`config.mk`:
```
export PLATFORM = sky130hd
export DESIGN_NAME = cnn_acc_requant_22s_14s
export DESIGN_NICKNAME = d
export VERILOG_FILES = /design/src/rtl/cnn_acc_requant_22s_14s.sv
export SDC_FILE = /design/constraint.sdc
export NUM_CORES = 1
export LEC_CHECK = 0
export ABC_AREA = 1
export BUFFER_PORTS_ARGS = -buffer_cell sky130_fd_sc_hd__buf_4
export CORE_MARGIN = 2
export CORE_UTILIZATION = 35
export DETAILED_ROUTE_END_ITERATION = 16
export GPL_TIMING_DRIVEN = 1
export SLEW_MARGIN = 20
export SYNTH_ARGS = -nofsm -noshare
export SYNTH_HDL_FRONTEND = slang
export SYNTH_SLANG_ARGS = --single-unit
```
`constraint.sdc`:
```
create_clock -name ap_clk -period 3 [get_ports ap_clk]
set_input_delay 0.15 -clock ap_clk [delete_from_list [all_inputs] [get_ports ap_clk]]
set_output_delay 0.15 -clock ap_clk [all_outputs]
set_load 0.05 [all_outputs]
```
`src/rtl/cnn_acc_requant_22s_14s.sv`:
```
// cnn_acc_requant_22s_14s: saturating product accumulator with bias, round-half-up requantization, optional ReLU and output clamp (in: in_valid/in_ready/in_data/in_last/bias_in, out: out_valid/out_ready/out_data/out_ovf, ap_clk, ap_rst sync active-high)
module cnn_acc_requant_22s_14s #(
  parameter int PROD_W = 22,
  parameter int ACC_W = 30,
  parameter int OUT_W = 14,
  parameter int SHIFT = 6,
  parameter int RELU = 0,
  parameter int MAX_BEATS = 256
) (
  input  logic                     ap_clk,
  input  logic                     ap_rst,
  input  logic                     in_valid,
  output logic                     in_ready,
  input  logic signed [PROD_W-1:0] in_data,
  input  logic                     in_last,
  input  logic signed [OUT_W-1:0]  bias_in,
  output logic                     out_valid,
  input  logic                     out_ready,
  output logic signed [OUT_W-1:0]  out_data,
  output logic                     out_ovf
);
  localparam int CNT_W = $clog2(MAX_BEATS + 1);
  localparam logic signed [ACC_W+1:0] AMAX = {3'b000, {(ACC_W-1){1'b1}}};
  localparam logic signed [ACC_W+1:0] AMIN = {3'b111, {(ACC_W-1){1'b0}}};
  localparam logic signed [ACC_W:0] OMAX = {{(ACC_W-OUT_W+2){1'b0}}, {(OUT_W-1){1'b1}}};
  localparam logic signed [ACC_W:0] OMIN = {{(ACC_W-OUT_W+2){1'b1}}, {(OUT_W-1){1'b0}}};
  localparam logic signed [ACC_W:0] HALF = (ACC_W+1)'(1) << (SHIFT - 1);
  typedef enum logic [1:0] {IDLE, ACC, RND, OUT} state_t;
  state_t state, state_nx;
  logic signed [ACC_W-1:0] acc, acc_nx;
  logic [CNT_W-1:0] cnt, cnt_nx;
  logic ovf, take, done, sat_hi, sat_lo, clamp_hi, clamp_lo;
  logic signed [ACC_W+1:0] base, prod, sum;
  logic signed [ACC_W:0] rnd, r, rr;
  assign in_ready = state == IDLE || state == ACC;
  assign out_valid = state == OUT;
  assign take = in_valid && in_ready;
  always_comb begin
    prod = {{(ACC_W+2-PROD_W){in_data[PROD_W-1]}}, in_data};
    base = state == IDLE ? {{(ACC_W+2-OUT_W){bias_in[OUT_W-1]}}, bias_in} << SHIFT : {{2{acc[ACC_W-1]}}, acc};
    sum = base + prod;
    sat_hi = sum > AMAX;
    sat_lo = sum < AMIN;
    acc_nx = sat_hi ? AMAX[ACC_W-1:0] : sat_lo ? AMIN[ACC_W-1:0] : sum[ACC_W-1:0];
    cnt_nx = state == IDLE ? CNT_W'(1) : cnt + 1'b1;
    done = in_last || cnt_nx == CNT_W'(MAX_BEATS);
    rnd = {acc[ACC_W-1], acc} + HALF;
    r = rnd >>> SHIFT;
    rr = (RELU != 0 && r < 0) ? '0 : r;
    clamp_hi = rr > OMAX;
    clamp_lo = rr < OMIN;
    state_nx = state == OUT ? (out_ready ? IDLE : OUT) :
               state == RND ? OUT :
               take ? (done ? RND : ACC) : state;
  end
  always_ff @(posedge ap_clk) begin
    if (ap_rst) state <= IDLE;
    else state <= state_nx;
  end
  always_ff @(posedge ap_clk) begin
    if (ap_rst) begin
      acc <= '0;
      cnt <= '0;
      ovf <= 1'b0;
      out_data <= '0;
      out_ovf <= 1'b0;
    end else begin
      if (take) begin
        acc <= acc_nx;
        cnt <= cnt_nx;
        ovf <= (state == ACC && ovf) || sat_hi || sat_lo;
      end
      if (state == RND) begin
        out_data <= clamp_hi ? OMAX[OUT_W-1:0] : clamp_lo ? OMIN[OUT_W-1:0] : rr[OUT_W-1:0];
        out_ovf <= ovf || clamp_hi || clamp_lo;
      end
      if (out_valid && out_ready) ovf <= 1'b0;
    end
  end
endmodule

```
[After elaboration in Yosys (flattened, before gate mapping)]
Cells that the tools add are included.
Storage, ports and cells
  register bits: 57
  latch bits: 0
  bits in writable memories: 0
  bits in read-only memories: 0
  output and inout port bits: 17
  logic and storage cells: 40
  memories kept: 0
Operators by class
  $add $sub $neg: 3
  $mul: 0
  div/mod/pow operators: 0
  $lt $le $gt $ge: 4
  equal/unequal tests: 4
  shift operators: 0
  mux-type cells: 11
  bitwise logic cells: 0
  reduce and logical (&&, ||, !) cells: 12
Operators by type and width (count)
  $mux W30: 2
  $add A32 B22 Y32: 1
  $gt A32 B30 Y1 const B: 1
  $lt A32 B30 Y1 const B: 1
  $mux W32: 1
  $add A30 B7 Y31 const B: 1
  $mux W14: 2
  $gt A25 B14 Y1 const B: 1
  $lt A25 B14 Y1 const B: 1
  $mux W2: 5
  $add A9 B1 Y9 const B: 1
  $eq A9 B9 Y1 const B: 1
  $mux W9: 1
  $logic_or A1 B1 Y1: 6
  $eq A2 B2 Y1 const B: 2
  $logic_and A1 B1 Y1: 3
  $reduce_bool A3 Y1: 1
  $eq A2 B1 Y1 const B: 1
  $logic_not A2 Y1: 1
  $reduce_or A2 Y1: 1

[Depth between registers and ports, before layout]
  word-level depth: 8
  mapped depth: 23
  mapped depth without buffers: 20

[Least setup slack after synthesis]
No wires, ideal clock.
  path kind: register -> register
  start point: register state[1]
  end point: register acc[24]
  arrival time: 2922 ps
  path slack: -41 ps
  stages on the path, launching flop included: 22
  buffers on the path: 4
  path through: dfxtp_1 nor2_1 inv_1 clkbuf_1 nor2_1 clkbuf_1 a21oi_1 ha_1 buf_4 inv_2 nor2_1 inv_1 nor2_1 and3_1 nand2_1 nand3_1 nand2_1 nand2_1 nand2_2 inv_2 buf_4 a21oi_1
On the way
  word-level cells in the longest chain between the ends: 6
RTL lines
  start: declaration: RTL line 29  | state_t state, state_nx;
  start signal: assignment: RTL line 58  | else state <= state_nx;
  $logic_not A2 Y1: RTL line 35, 40
  $mux W32: RTL line 40  | base = state == IDLE ? {{(ACC_W+2-OUT_W){bias_in[OUT_W-1]}}, bias_in} << SHIFT : {{2{acc[ACC_W-1]}}, acc};
  $add A32 B22 Y32: RTL line 41  | sum = base + prod;
  $lt A32 B30 Y1: RTL line 43  | sat_lo = sum < AMIN;
  $mux W30 (2 in series): RTL line 44  | acc_nx = sat_hi ? AMAX[ACC_W-1:0] : sat_lo ? AMIN[ACC_W-1:0] : sum[ACC_W-1:0];
  end signal: assignment: RTL line 69  | acc <= acc_nx;
  end: declaration: RTL line 30  | logic signed [ACC_W-1:0] acc, acc_nx;
Parallel ways exist; a longest one is shown, timed or not.
A chain may end at the register's enable or synchronous reset.

[Final worst setup path]
  start point: register state[0]
  end point: register acc[28]
Same word-level chain as after synthesis.

==> flow_metrics.py <==
metrics = {
    "logic_synthesis": {
        "yosysUniqueCellTypes": 43,
        "synth_area_mm2": 0.00556,
        "async_reset_ff_share_pct": 0,
        "synth_top_family_by_area": "simple AND/OR/NAND/NOR gates",
        "post-synth-top-count-cell": "nand2_1",
        "synth_top_cell_by_area": "dfxtp_1",
        "synth_edf_count": 0,
        "synthTopCellsByCount": "nand2_1, inv_1, a21oi_1, nor2_1, o21ai_0",
        "synth_seq_area_share_pct": 20.5,
        "synth_compound_area_share_pct": 17.8,
        "synth_nets": 1004,
        "synth.area.mux_share_pct": 0,
        "syn_inst": 927,
        "yosysWarnings": 0,
        "synth_fa_ha_area_share_pct": 8.23,
        "syn_avg_cell_area_um2": 6.00,
        "synth-seq-cells": 57,
        "synth_area_leaders": "dfxtp_1, nand2_1, inv_1",
        "synth_ff_type": "dfxtp_1",
        "synth_top_area_share_pct": 20.5,
        "synth_xor_area_share_pct": 5.67,
        "synth-simple-area-share_pct": 36.9,
    },
    "global_routing": {
        "overflow": 0,
        "grt_pass1_vias": 5674,
        "grt_max_degree": 50,
        "antenna_found_initial": 0,
        "grt_usage_pct": 21.0,
        "grt_first_pass_wirelength_um": 28200,
    },
    "worst_setup_path": {
        "cp_max_fo": 6,
        "r2r_cells": 20,
        "r2r-start": "state[0]",
        "rrSetupSlack_ps": 120,
        "crit_type": "flop to flop",
        "setup.worst_path.end_class": "flop",
        "required_ps": 3260,
        "reg2reg_to": "acc[28]",
        "arrival_ps": 3150,
        "crit_path_start_kind": "flop",
    },
    "sta": {
        "min_period_ps": 2880,
        "fin_ws_ps": 116,
        "fmax_mhz": 347,
        "report.final.slew_viol_count": 0,
        "worstMarginPinSlew_ps": 505,
        "skew_ps": 9.95,
        "setup_violations": 0,
        "finalHoldViolations": 0,
        "slew_headroom_pct": 66.3,
        "period_share_pct": 96.1,
    },
    "power": {
        "peakVddDrop_mv": 0.275,
        "p_leak_nw": 3.66,
        "pwr_density_cell_mw_per_mm2": 593,
    },
    "cells_and_area": {
        "synthToLayoutAreaGrowth_pct": 35.6,
        "layout-drive-gt1-share_pct": 26.4,
        "fin_nets": 1127,
        "finalNonFillerCells": 1271,
        "fillCellCount": 1590,
        "n_antenna_cell": 0,
        "design_area_mm2": 0.00754,
    },
    "worst_hold_path": {
        "min_to": "acc[3]",
        "whs_path_depth": 2,
        "hold_path.class": "input pin to flop",
        "hold_path.startpoint": "ap_rst",
    },
    "floorplanning": {
        "die_width_um": 130,
        "core_mm2": 0.0157,
        "start_util_pct": 35.4,
        "ioPinCount": 58,
        "die_area_mm2": 0.0169,
        "die_h_um": 130,
        "fp-row-count": 46,
    },
    "clocking": {
        "cts_max_level": 3,
        "cts_num_sinks": 57,
        "clk_pin_slew_worst_paths_ps": 50,
        "cts_tree": "done",
        "cts_root_buf": "clkbuf_16",
        "clk_path_buf_depth": 2,
        "numCtsBuffers": 9,
        "worstSkewPairLatency_ps": 330,
        "cts_hold_buf": 0,
    },
    "detailed_routing": {
        "routedWlPerCell_um": 14.2,
        "drt_iter0_markers": 407,
        "viasPerCell": 4.90,
        "antenna_left": 0,
        "vias": 6231,
        "drcViolationCount": 0,
        "wl_um": 18000,
        "first_pass_iters": 5,
    },
    "place": {
        "place_ws_ps": -78.5,
        "dpl-instance-area_mm2": 0.00663,
        "place_inst": 1239,
        "detailed_place_hpwl_um": 14000,
        "gp_congestion": 0.933,
        "portBuffers": 57,
    },
    "outcome": {
        "status": "complete, no violations",
    },
    "job": {
        "maxCapViolations": 0,
    },
}
==> worst max-delay path by stage <==
stage	start	to	slack, ps
floorplan	state[1]	acc[24]	50
global placement	state[1]	acc[20]	-40
detailed placement	state[1]	acc[15]	-80
CTS	state[1]	acc[20]	10
global route	state[0]	acc[28]	-60
finish	state[0]	acc[28]	120
==> critical path: stages (launching register included) <==
cell	delay, ps
dfxtp_2	330
nor2_4	190
inv_4	70
nor2_4	140
buf_6	150
a21oi_1	50
buf_4	160
ha_4	290
nand2_2	80
nor2_1	160
nand2_1	90
nor2_1	130
nand2_1	110
nand2_1	90
nand2_1	50
nand2_1	60
nand2_2	100
nand2_8	120
buf_12	130
nand3b_1	140
a21oi_1	160
==> registers in the layout, indices dropped and copies added (netlist names) <==
register and count:
out_ovf 1, out_data 14, cnt 9, ovf 1, state 2, acc 30
==> stage by stage <==
stage               total power [mW]  TNS [ps]  utilization, %  hold slack, ps
finish                          4.47         0            48.0            63.4
global route                    4.74      -370            48.0            79.0
CTS                             4.13         0            44.6            59.6
detailed placement              2.87     -1640            42.2             408
global placement                2.86      -787            42.2             408
floorplan                       2.18         0               -             343
==> metal layers <==
metal	global-route usage [%]	up-vias	wire length, um
met5	0	-	0
met1	30.0	2801	8430
li1	-	3227	-
met2	34.0	176	8470
met3	1.72	27	791
met4	5.69	0	312
==> cell families after synthesis <==
family                     count (synthesis)
xor gates and xnor gates                  36
DFF                                       57
and+or+nand+nor                          467
buffers and inverters                    151
AOI/OAI and AO/OA                        180
adders and majority gates                 36
==> cells in the final DEF (no fill, tap or decap), types with 5 or more instances in the layout <==
| master | synthesis | final |
|---|---|---|
| nor2_1 | 75 | 63 |
| nand4_1 | 6 | 6 |
| a21oi_1 | 83 | 65 |
| ha_1 | 35 | 26 |
| nor2_4 | 3 | 9 |
| ha_4 | 0 | 9 |
| nand3_1 | 45 | 42 |
| nor2_2 | 4 | 10 |
| a21oi_2 | 10 | 27 |
| nand3_2 | 6 | 9 |
| o21ai_0 | 64 | 58 |
| nor4_1 | 5 | 5 |
| o21bai_1 | 5 | 5 |
| buf_4 | 5 | 126 |
| inv_2 | 5 | 6 |
| nand2_2 | 14 | 32 |
| o21ai_1 | 3 | 6 |
| xnor2_1 | 8 | 8 |
| nand2_1 | 290 | 271 |
| a31oi_1 | 5 | 5 |
| xor2_1 | 28 | 28 |
| dfxtp_1 | 57 | 55 |
| nor3_2 | 4 | 5 |
| clkbuf_16 | 0 | 12 |
| inv_1 | 121 | 117 |
==> final cells by class <==
type                            instances  area [um^2]  area share [%]
Multi-Input combinational cell        719         4150            55.1
Sequential cell                        57         1140            15.2
Timing Repair Buffer                  136         1130            14.9
Inverter                              127          489            6.49
Tap cell                              216          270            3.58
Clock buffer                           11          233            3.09
Clock inverter                          5          128            1.69
==> where the power goes <==
group          internal (mW)  leakage, nW  switching, mW
Combinational          0.937         3.02           1.35
Clock                  0.895        0.170          0.349
Sequential             0.859        0.472         0.0807
==> timing repair <==
item / CTS / global route
gates resized for setup: 3 / 96
pin swaps: 0 / 24
endpoints found under the setup margin: 25 / 30
buffers inserted: 0 / 12
endpoints found under the hold margin: 0 / 0
cloned: 0 / 4
Power figures use the tool's default switching activity.
